$ cat config.mk
export PLATFORM = sky130hd
export DESIGN_NAME = superscalar_instr_queue
export DESIGN_NICKNAME = d
export VERILOG_FILES = /design/src/rtl/superscalar_instr_queue.sv
export SDC_FILE = /design/constraint.sdc
export NUM_CORES = 1
export LEC_CHECK = 0
export BUFFER_PORTS_ARGS = -buffer_cell sky130_fd_sc_hd__buf_2
export CAP_MARGIN = 20
export CORE_MARGIN = 1.5
export CORE_UTILIZATION = 60
export DETAILED_ROUTE_END_ITERATION = 6
export PLACE_DENSITY = 0.88
export SETUP_SLACK_MARGIN = 0.02
export SYNTH_ARGS = -nofsm -noshare
export SYNTH_HDL_FRONTEND = slang
export SYNTH_SLANG_ARGS = --single-unit
export TNS_END_PERCENT = 50
$ cat constraint.sdc
create_clock -name clk_i -period 16 [get_ports clk_i]
set_clock_uncertainty 0.05 [all_clocks]
set_input_delay 3.2 -clock clk_i [delete_from_list [all_inputs] [get_ports clk_i]]
set_output_delay 3.2 -clock clk_i [all_outputs]
set_load 0.01 [all_outputs]
$ cat src/rtl/superscalar_instr_queue.sv
// Multi-lane circular instruction queue: up to WR_PORTS pushes and RD_PORTS pops per cycle.
// Writes and reads are each accepted as a leading prefix of lanes. Slot indices wrap
// modulo DEPTH, and DEPTH does not have to be a power of two.
// Optional protocol checker: define SUPERSCALAR_IQ_ERR_CHECK_EN to enable the sticky err_o.
// With the macro undefined, err_o is tied to 0.
module superscalar_instr_queue #(
  parameter int unsigned DEPTH    = 8,
  parameter int unsigned DATA_W   = 64,
  parameter int unsigned WR_PORTS = 2,
  parameter int unsigned RD_PORTS = 2
) (
  input  logic                          clk_i,
  input  logic                          rst_i,
  input  logic                          flush_i,
  input  logic [WR_PORTS-1:0]           wr_valid_i,
  input  logic [WR_PORTS*DATA_W-1:0]    wr_data_i,
  output logic [WR_PORTS-1:0]           wr_ready_o,
  output logic [RD_PORTS-1:0]           rd_valid_o,
  output logic [RD_PORTS*DATA_W-1:0]    rd_data_o,
  input  logic [RD_PORTS-1:0]           rd_ready_i,
  output logic [$clog2(DEPTH+1)-1:0]    count_o,
  output logic                          full_o,
  output logic                          empty_o,
  output logic                          err_o
);

  localparam int unsigned CNT_W = $clog2(DEPTH + 1);
  localparam int unsigned PTR_W = $clog2(DEPTH);
  // Wide enough to hold base + offset < 2*DEPTH before the modulo fold
  localparam int unsigned SUM_W = CNT_W + 1;

  logic [PTR_W-1:0]  head;
  logic [PTR_W-1:0]  tail;
  logic [CNT_W-1:0]  count;
  logic [DATA_W-1:0] mem [DEPTH];

  logic [CNT_W-1:0]  free_slots;
  logic [WR_PORTS-1:0] wr_en;
  logic [RD_PORTS-1:0] rd_en;
  logic [CNT_W-1:0]  acc_cnt;
  logic [CNT_W-1:0]  pop_cnt;
  logic [PTR_W-1:0]  wr_idx [WR_PORTS];
  logic [PTR_W-1:0]  rd_idx [RD_PORTS];

  // (base + off) mod DEPTH; both operands are below DEPTH, so a single fold suffices
  function automatic logic [PTR_W-1:0] wrap_add(input logic [PTR_W-1:0] base,
                                                input logic [CNT_W-1:0] off);
    logic [SUM_W-1:0] s;
    s = SUM_W'(base) + SUM_W'(off);
    if (s >= SUM_W'(DEPTH)) s = s - SUM_W'(DEPTH);
    return PTR_W'(s);
  endfunction

  assign free_slots = CNT_W'(DEPTH) - count;

  // Write-lane readiness comes from registered occupancy only; same-cycle pops free nothing
  always_comb begin
    wr_ready_o = '0;
    for (int i = 0; i < WR_PORTS; i++) begin
      wr_ready_o[i] = (CNT_W'(i) < free_slots);
    end
  end

  // Accept the leading prefix of valid and ready write lanes; flush blocks all writes
  always_comb begin
    logic run;
    run     = ~flush_i;
    wr_en   = '0;
    acc_cnt = '0;
    for (int i = 0; i < WR_PORTS; i++) begin
      run      = run & wr_valid_i[i] & wr_ready_o[i];
      wr_en[i] = run;
      if (run) acc_cnt = acc_cnt + CNT_W'(1);
    end
  end

  // Write slot for each lane, relative to tail
  always_comb begin
    for (int i = 0; i < WR_PORTS; i++) begin
      wr_idx[i] = wrap_add(tail, CNT_W'(i));
    end
  end

  // Read lanes present the oldest entries, starting at head on lane 0
  always_comb begin
    rd_valid_o = '0;
    rd_data_o  = '0;
    for (int i = 0; i < RD_PORTS; i++) begin
      rd_idx[i]                        = wrap_add(head, CNT_W'(i));
      rd_valid_o[i]                    = (CNT_W'(i) < count);
      rd_data_o[i*DATA_W +: DATA_W]    = mem[rd_idx[i]];
    end
  end

  // Pop the leading prefix of valid and ready read lanes; flush blocks all pops
  always_comb begin
    logic run;
    run     = ~flush_i;
    rd_en   = '0;
    pop_cnt = '0;
    for (int i = 0; i < RD_PORTS; i++) begin
      run      = run & rd_valid_o[i] & rd_ready_i[i];
      rd_en[i] = run;
      if (run) pop_cnt = pop_cnt + CNT_W'(1);
    end
  end

  // Pointer and occupancy state; flush discards every entry
  always_ff @(posedge clk_i or posedge rst_i) begin
    if (rst_i) begin
      head  <= '0;
      tail  <= '0;
      count <= '0;
    end else if (flush_i) begin
      head  <= '0;
      tail  <= '0;
      count <= '0;
    end else begin
      head  <= wrap_add(head, pop_cnt);
      tail  <= wrap_add(tail, acc_cnt);
      count <= count + acc_cnt - pop_cnt;
    end
  end

  // Payload storage is intentionally not reset
  always_ff @(posedge clk_i) begin
    for (int i = 0; i < WR_PORTS; i++) begin
      if (wr_en[i]) mem[wr_idx[i]] <= wr_data_i[i*DATA_W +: DATA_W];
    end
  end

  // Status flags derived from the occupancy register
  always_comb begin
    count_o = count;
    full_o  = (count == CNT_W'(DEPTH));
    empty_o = (count == '0);
  end

`ifdef SUPERSCALAR_IQ_ERR_CHECK_EN
  logic err_q;
  logic err_hit;

  // Protocol violations: lane gaps on either side, or reading a lane with no entry
  always_comb begin
    err_hit = 1'b0;
    for (int i = 1; i < WR_PORTS; i++) begin
      err_hit = err_hit | (wr_valid_i[i] & ~wr_valid_i[i-1]);
    end
    for (int i = 1; i < RD_PORTS; i++) begin
      err_hit = err_hit | (rd_ready_i[i] & ~rd_ready_i[i-1]);
    end
    for (int i = 0; i < RD_PORTS; i++) begin
      err_hit = err_hit | (rd_ready_i[i] & ~rd_valid_o[i]);
    end
  end

  // Sticky error flag, cleared only by reset or flush
  always_ff @(posedge clk_i or posedge rst_i) begin
    if (rst_i) begin
      err_q <= 1'b0;
    end else if (flush_i) begin
      err_q <= 1'b0;
    end else if (err_hit) begin
      err_q <= 1'b1;
    end
  end

  assign err_o = err_q;
`else
  assign err_o = 1'b0;
`endif

  // Per-lane enables are consumed by the loops above; reduce them to keep them referenced
  logic unused_en;
  assign unused_en = ^{wr_en, rd_en};

endmodule

# Yosys cells after proc, flatten, opt, wreduce, memory -nomap -nowiden
# Memory sizes are Yosys's and may differ from the RTL's.
# Cells that the tools add are included.
# Widths: inputs -> output; s select.
dict set report totals {
  elab_cells 57
  out_inout_bits 139
  inputBits 135
  mem_bits_rw 512
  reg_bits 10
  mem_count 1
}
dict set report op_classes {
  bitwise 9
  magnitude_cmp 10
  reduce_logical 1
  eq_ne 1
  mux 17
  addsub 15
}
# memory words width rd rd_ports_with_merged_regs wr line
set mem_list {}
lappend mem_list {mem 8 64 2 0 2 35} ;# logic [DATA_W-1:0] mem [DEPTH];
# cell count
set op_table {}
lappend op_table {{$mux 3} 8}
lappend op_table {{$sub 3x1->3 const B} 6}
lappend op_table {{$lt 1x4->1 const A} 4}
lappend op_table {{$mux 4} 3}
lappend op_table {{$add 3x4->5} 2}
lappend op_table {{$ge 5x4->1 const B} 2}
lappend op_table {{$add 3x1->4 const B} 2}
lappend op_table {{$add 4x1->4 const B} 2}
lappend op_table {{$and 1x1->1} 8}
lappend op_table {{$ge 3x4->1 const B} 2}
lappend op_table {{$ge 4x4->1 const B} 2}
lappend op_table {{$mux 1} 6}
lappend op_table {{$add 4x4->4} 1}
lappend op_table {{$eq 4x4->1 const B} 1}
lappend op_table {{$logic_not 4->1} 1}
lappend op_table {{$sub 4x4->4} 1}
lappend op_table {{$sub 4x4->4 const A} 1}
lappend op_table {{$not 1->1} 1}

# Logic depth before layout (Yosys ltp)
# Gate-level depths: netlist of the first run.
dict set report depth {
  depth_word 10
  ltp_mapped 15
  depth_no_buf 15
}

# Worst setup path before layout of the first run
# OpenSTA, ideal clock, no wires.
dict set report synth_timing {
  kind {input-to-reg}
  start {input flush_i}
  end {memory mem[0][0], enable pin}
  arrival_ps 8450
  path_slack_ps 6919
  path_stages 3
  n_path_buf 0
  required_time_ps 15368
  path_cell_list {a311oi_1 nand3_1 o31ai_1}
}
# item line
set synth_lines {}
lappend synth_lines {{from (decl)} 14} ;# input logic flush_i,
lappend synth_lines {{to (decl)} 35}

# Worst setup path in the final report of the first run
dict set report layout_timing {
  start {register head[1]}
  end {output rd_data_o[98]}
}
dict set report layout_via {
  elab_chain_cells 4
}
# item line
set layout_rtl {}
lappend layout_rtl {{from (decl)} 32} ;# logic [PTR_W-1:0] head;
lappend layout_rtl {{from (signal assigned)} 119} ;# head <= wrap_add(head, pop_cnt);
lappend layout_rtl {{$add 3x1->4 (*)} 49} ;# s = SUM_W'(base) + SUM_W'(off);
lappend layout_rtl {{$ge 4x4->1 / $sub 3x1->3 (equally long branches)} 50} ;# if (s >= SUM_W'(DEPTH)) s = s - SUM_W'(DEPTH);
lappend layout_rtl {{$mux 3 (*)} 50}
lappend layout_rtl {{$mem_v2 8x64 (*)} -}
lappend layout_rtl {{to (decl)} 19} ;# output logic [RD_PORTS*DATA_W-1:0] rd_data_o,
# Mark *: on every way between the ends. The rest lies on a longest branch, timed or not.

==> results of run 1 <==
logic make-up (layout without fill, tap and decap cells):
logic type / Yosys count / count (layout) / synth area share [%]
AOI/OAI and AO/OA: 27 / 27 / 0.547
muxes: 896 / 896 / 43.3
buffers and inverters: 146 / 424 / 3.05
and+or+nand+nor: 36 / 36 / 0.646
xor gates and xnor gates: 7 / 7 / 0.202
DFF: 522 / 522 / 51.4
adders and majority gates: 18 / 18 / 0.839
other: 1 / 10 / 0.0123
cell usage in the layout (no fill, tap or decap), drive strengths merged, types with 4 or more instances in the layout:
cell type	netlist	layout
a21oi	4	4
buf	99	314
bufinv	0	7
clkbuf	31	67
clkinv	0	19
dfrtp	10	10
diode	0	9
edfxtp	512	512
fa	4	4
ha	14	14
inv	16	17
mux2	640	640
mux4	256	256
nand2	5	5
nand2b	4	4
nor2	8	8
nor2b	6	6
o21ai	17	17
xnor2	4	4
flip-flops by register name, summed over array words and instances (netlist names):
signal   flops
count_o      4
head         3
tail         3
mem        512
where the power goes:
part	switching, mW	internal, mW
Combinational	0.811	0.840
Sequential	0.0625	1.63
Clock	0.526	0.753
Total	1.40	3.23
per-stage QoR:
step           instance area [sq um]  setup WS, ns  total power, mW  cells
2_1_floorplan                  30400          6.92             2.88   1653
3_3_place_gp                   32300          8.66             3.32   2508
3_5_place_dp                   32300          8.59             3.36   2508
4_1_cts                        34100          7.92             4.64   2602
5_1_grt                        34100          8.38             4.80   2609
6_report                       34100          8.46             4.63   2612
worst register-to-register path: stages (launching register included):
cell      delay (ns)
dfrtp_1         0.42
inv_1           0.18
ha_1            0.37
nor2_1          0.09
a311oi_1        0.47
nand3_1         0.45
o31ai_4         0.30
buf_4           0.51
buf_4           0.74
worst paths after layout:
check / slack, ns / cells past startpoint / start / endpoint
min in group asynchronous: 2.50 / 2 / rst_i / tail[1]
worst min register to register: 0.69 / 2 / count_o[0] / count_o[0]
worst max-delay path: 8.46 / 6 / head[1] / rd_data_o[98]
worst min-delay path: 0.69 / 2 / count_o[0] / count_o[0]
worst max register to register: 11.99 / 8 / count_o[1] / mem[0][30]
max in group asynchronous: 13.08 / 2 / rst_i / head[0]
cell type report:
class | count | share of cell area, %
clock buffer | 67 | 4.28
multi-input combinational | 985 | 41.3
sequential | 522 | 45.8
antenna | 9 | 0.0660
timing repair buffer | 314 | 5.01
inverter | 16 | 0.176
tap | 672 | 2.46
clock inverter | 27 | 0.888
per-layer routing:
| layer | vias up | part of all wire, % | routed length, microns | track usage (%) |
|---|---|---|---|---|
| li1 | 7419 | - | - | - |
| met1 | 9211 | 37 | 29500 | 40.6 |
| met2 | 983 | 49 | 38800 | 49.7 |
| met3 | 183 | 9.9 | 7780 | 6.09 |
| met4 | 12 | 3.2 | 2540 | 10.7 |
| met5 | - | 0.10 | 79 | 0 |
==> run summary, run 1 <==
Top post-synthesis cells by count -> mux2_2 (581), edfxtp_1 (512), mux4_2 (256), mux2_4 (55), buf_6 (40)
Clock tree sinks -> 522
Cells along the critical path -> ha_4 > xor2_4 > buf_4 > buf_4 > mux2_2 > buf_2
# rows -> 82
CP arrival -> 4.29 ns
Fill cell count -> 3275
Via count -> 17800
IO Pins -> 274
Multi-input combinational cell area -> 0.0141 sq mm
Syn Nets -> 1806
Seq cells post-synth -> 522
Largest net degree at the start of global routing -> 156
Leading area contributor after synthesis -> edfxtp_1
Hold-fix buffers at CTS -> 0
Startpoint types -> flop
Area delta synth->final -> 12.2%
Antenna Nets Post-Route -> 0
Setup_tns -> 0 ns
Synth unique cells -> 37
Number of gates resized after CTS -> 0
Buffers on Ports -> 272
Layout cell share with drive strength beyond 1 -> 67.5%
Final core occ -> 68.1%
All-Layer GR Usage -> 30.3%
Layout Nets -> 2046
Longest Clk Path Bufs -> 3
Dpl hpwl -> 44.2 mm
Sequential cell area -> 0.0156 sq mm
Clock latency at the later pin of the worst-skew pair -> 0.62 ns
Starting Density -> 60.7%
Routed wire per std cell -> 30.1 microns
Largest delay share family, worst path -> buffers and inverters
Initial DRC Count -> 1651
Final setup fails -> 0
Slowest cell on crit path -> dfrtp_4
Share of the cycle needed by the critical path after routing -> 47.1%
YS warnings -> 0
Worst vdd ir -> 0.000141 V
Core Footprint -> 0.0501 sq mm
Postcts setup bufs -> 0
Worst path bufs/invs -> 3
Die Width -> 228 microns
Most frequent CP cell -> buf_4
Chip Height -> 228 microns
Crit-path max cell delay -> 1.12 ns
Tmin final -> 7.54 ns
WP data required -> 12.75 ns
Hold Vio Cnt, Final -> 0
Max Cap Violations -> 0
WS Path Type -> flop to output pin
DRC -> 0
Highest Clock Rate -> 0.133 GHz
Most common cell in the synthesized netlist -> mux2_2
Die ar. -> 0.0521 sq mm
Total power divided by cell area -> 136 mW/mm^2
Syn Inst Count -> 1653
First-pass GRT wire length -> 117 mm
Cell area after synthesis -> 0.0304 sq mm
Async SR Flop Fraction -> 1.92%
Hold Path Class -> flop to flop
Number of antenna violations at the first check in global routing -> 15
Slew margin rel. -> 25.4%
H-tree levels -> 2
Worst slew pin tran -> 1.12 ns
Post-synth top area share -> 50.6%
Top cells by area, synth -> edfxtp_1 (51%), mux2_2 (22%), mux4_2 (19%), mux2_4 (2.7%), buf_6 (1.5%)
Clock-pin slew on the worst setup and hold paths -> 0.07 ns
Num CTS Buffers -> 54
GP Congestion -> 0.811
Syn avg cell area -> 18.4 sq um
Root buffer cell -> clkbuf_16
EDFF count, synth -> 512
CTS tree -> built
Hold WS -> 0.690 ns
Crit end category -> output pin
RSZ-0062 raised after global routing -> no
Main synth FF type -> edfxtp_1
Vias/cell -> 6.82
Register area share after synthesis -> 51.4%
Final WL -> 78.7 mm
Vias in the first global route -> 18500
Drt pass-1 iters -> 5
Run status -> completed
Total gr overflow -> 0
Pins Over Slew Limit -> 0
Crit path max fanout -> 65
Lkg Pwr -> 11.6 nW
Power figures use the tool's default switching activity.
==> run 2, diff against run 1 <==
- clock period: 16 -> 7.63 ns (I/O delays scaled with it)
==> run 2 against run 1 <==
Design area about the same. Sequential share of layout area about the same. Utilization about the same. Register-to-register slack worse by 8.5 ns. Worst setup slack worse by 6.4 ns. Critical path type unchanged. Critical endpoint is now rd_data_o[63]. Largest cell class unchanged.
==> run summary, run 2 (same netlist as run 1, synthesis figures left out) <==
Run status -> completed
Share of the cycle needed by the critical path after routing -> 72.6%
R2r startpoint -> count_o[1]
Worst slew pin tran -> 1.13 ns
Num CTS Buffers -> 54
Largest net degree at the start of global routing -> 153
Total gr overflow -> 0
Hold Path Class -> flop to flop
DRC -> 0
WS Path Type -> flop to output pin
CTS tree -> built
Most common cell after layout, fill and taps aside -> mux2_2
# rows -> 82
Hold-fix buffers at CTS -> 0
Max reg flops -> 512
Max Cap Violations -> 0
Final WL -> 78.1 mm
H-tree levels -> 2
GP Congestion -> 0.833
Via count -> 17900
RSZ-0062 raised after global routing -> no
IO Pins -> 274
FF-to-FF path depth -> 7
Setup_tns -> 0 ns
Reg-to-Reg End -> mem[0][33]
Total power -> 9.68 mW
Crit end category -> output pin
Area delta synth->final -> 12.1%
Clock-pin slew on the worst setup and hold paths -> 0.06 ns
Initial DRC Count -> 1523
Postcts setup bufs -> 0
Crit path max fanout -> 66
Root buffer cell -> clkbuf_16
Worst Min Path Start -> count_o[0]
Core Footprint -> 0.0501 sq mm
Pins Over Slew Limit -> 0
Layout cell share with drive strength beyond 1 -> 67.3%
Antenna Nets Post-Route -> 0
Sequential cell area -> 0.0156 sq mm
CP arrival -> 3.96 ns
Most frequent cells in the layout -> mux2_2 (581), edfxtp_1 (512), buf_2 (272)
Longest Clk Path Bufs -> 3
Die ar. -> 0.0521 sq mm
Number of gates resized after CTS -> 0
Vias/cell -> 6.85
Hold path cells -> 2
WP data required -> 6.05 ns
Final core occ -> 68.1%
Multi-input combinational cell area -> 0.0141 sq mm
Clock latency at the later pin of the worst-skew pair -> 0.61 ns
Routed wire per std cell -> 29.8 microns
Highest Clock Rate -> 0.181 GHz
Worst-case hold path end point -> count_o[0]
Chip Height -> 228 microns
Final setup fails -> 0
Buffers on Ports -> 272
Drt pass-1 iters -> 5
Clock tree sinks -> 522
Number of antenna violations at the first check in global routing -> 24
Layout Nets -> 2040
Dpl hpwl -> 44.7 mm
Fill cell count -> 3296
Total power divided by cell area -> 284 mW/mm^2
Worst reg2reg setup slack -> 3.53 ns
Slew margin rel. -> 25.0%
First-pass GRT wire length -> 117 mm
Lkg Pwr -> 11.5 nW
All-Layer GR Usage -> 30.0%
Hold Vio Cnt, Final -> 0
Startpoint types -> flop
Worst vdd ir -> 0.000237 V
Die Width -> 228 microns
Tmin final -> 5.54 ns
Starting Density -> 60.7%
Vias in the first global route -> 19000
## run 2: cell count changes in the layout (fill, tap and decap cells not counted), sizes merged
cell,before,now
clkinv,19,24
clkbuf,67,66
clkinvlp,0,1
buf,314,308
diode,9,15
## run 2: layer usage
layer	global-route usage, %	vias up	wire length (microns)
met5	0	-	114
met4	10.9	18	2350
met3	6.73	177	6670
met2	49.5	917	39000
met1	39.3	9395	30000
li1	-	7419	-
## run 2: worst max-delay path, stage by stage, from the launching register on
cell     delay, ns
dfrtp_4       0.66
buf_4         0.91
buf_4         0.73
mux4_2        0.58
mux2_2        0.28
buf_2         0.15
## run 2: cell type report
class / instances / share of cell area [%]
flip-flops and latches: 522 / 45.9
multi-input cells: 985 / 41.3
repair buffers: 308 / 4.96
clock buffers: 66 / 4.16
well taps: 672 / 2.47
clock inverters: 33 / 0.965
inverters: 16 / 0.176
diodes: 15 / 0.110
## run 2: worst max-delay path by stage
stage,from,end,slack (ns),cells after the start
floorplan,flush_i,mem[0][0],0.22,3
global placement,head[1],rd_data_o[63],2.76,5
detailed placement,head[0],rd_data_o[79],2.70,5
CTS,head[1],rd_data_o[63],2.05,5
global route,head[0],rd_data_o[79],1.87,5
finish,head[1],rd_data_o[63],2.09,5
## run 2: report_power, final
part           switching, mW  total [mW]  internal, mW
Sequential             0.164        3.59          3.42
Clock                   1.11        2.66          1.55
Combinational           1.67        3.43          1.76
## run 2: per-stage QoR
stage	instances	cell area (sq um)	hold slack, ns	setup slack (ns)
after floorplan	1653	30400	0.562	0.223
after global placement	2502	32300	0.667	2.76
after detailed placement	2503	32300	0.683	2.70
after CTS	2602	34100	0.697	2.05
after global routing	2611	34100	0.727	1.87
final	2617	34100	0.689	2.09
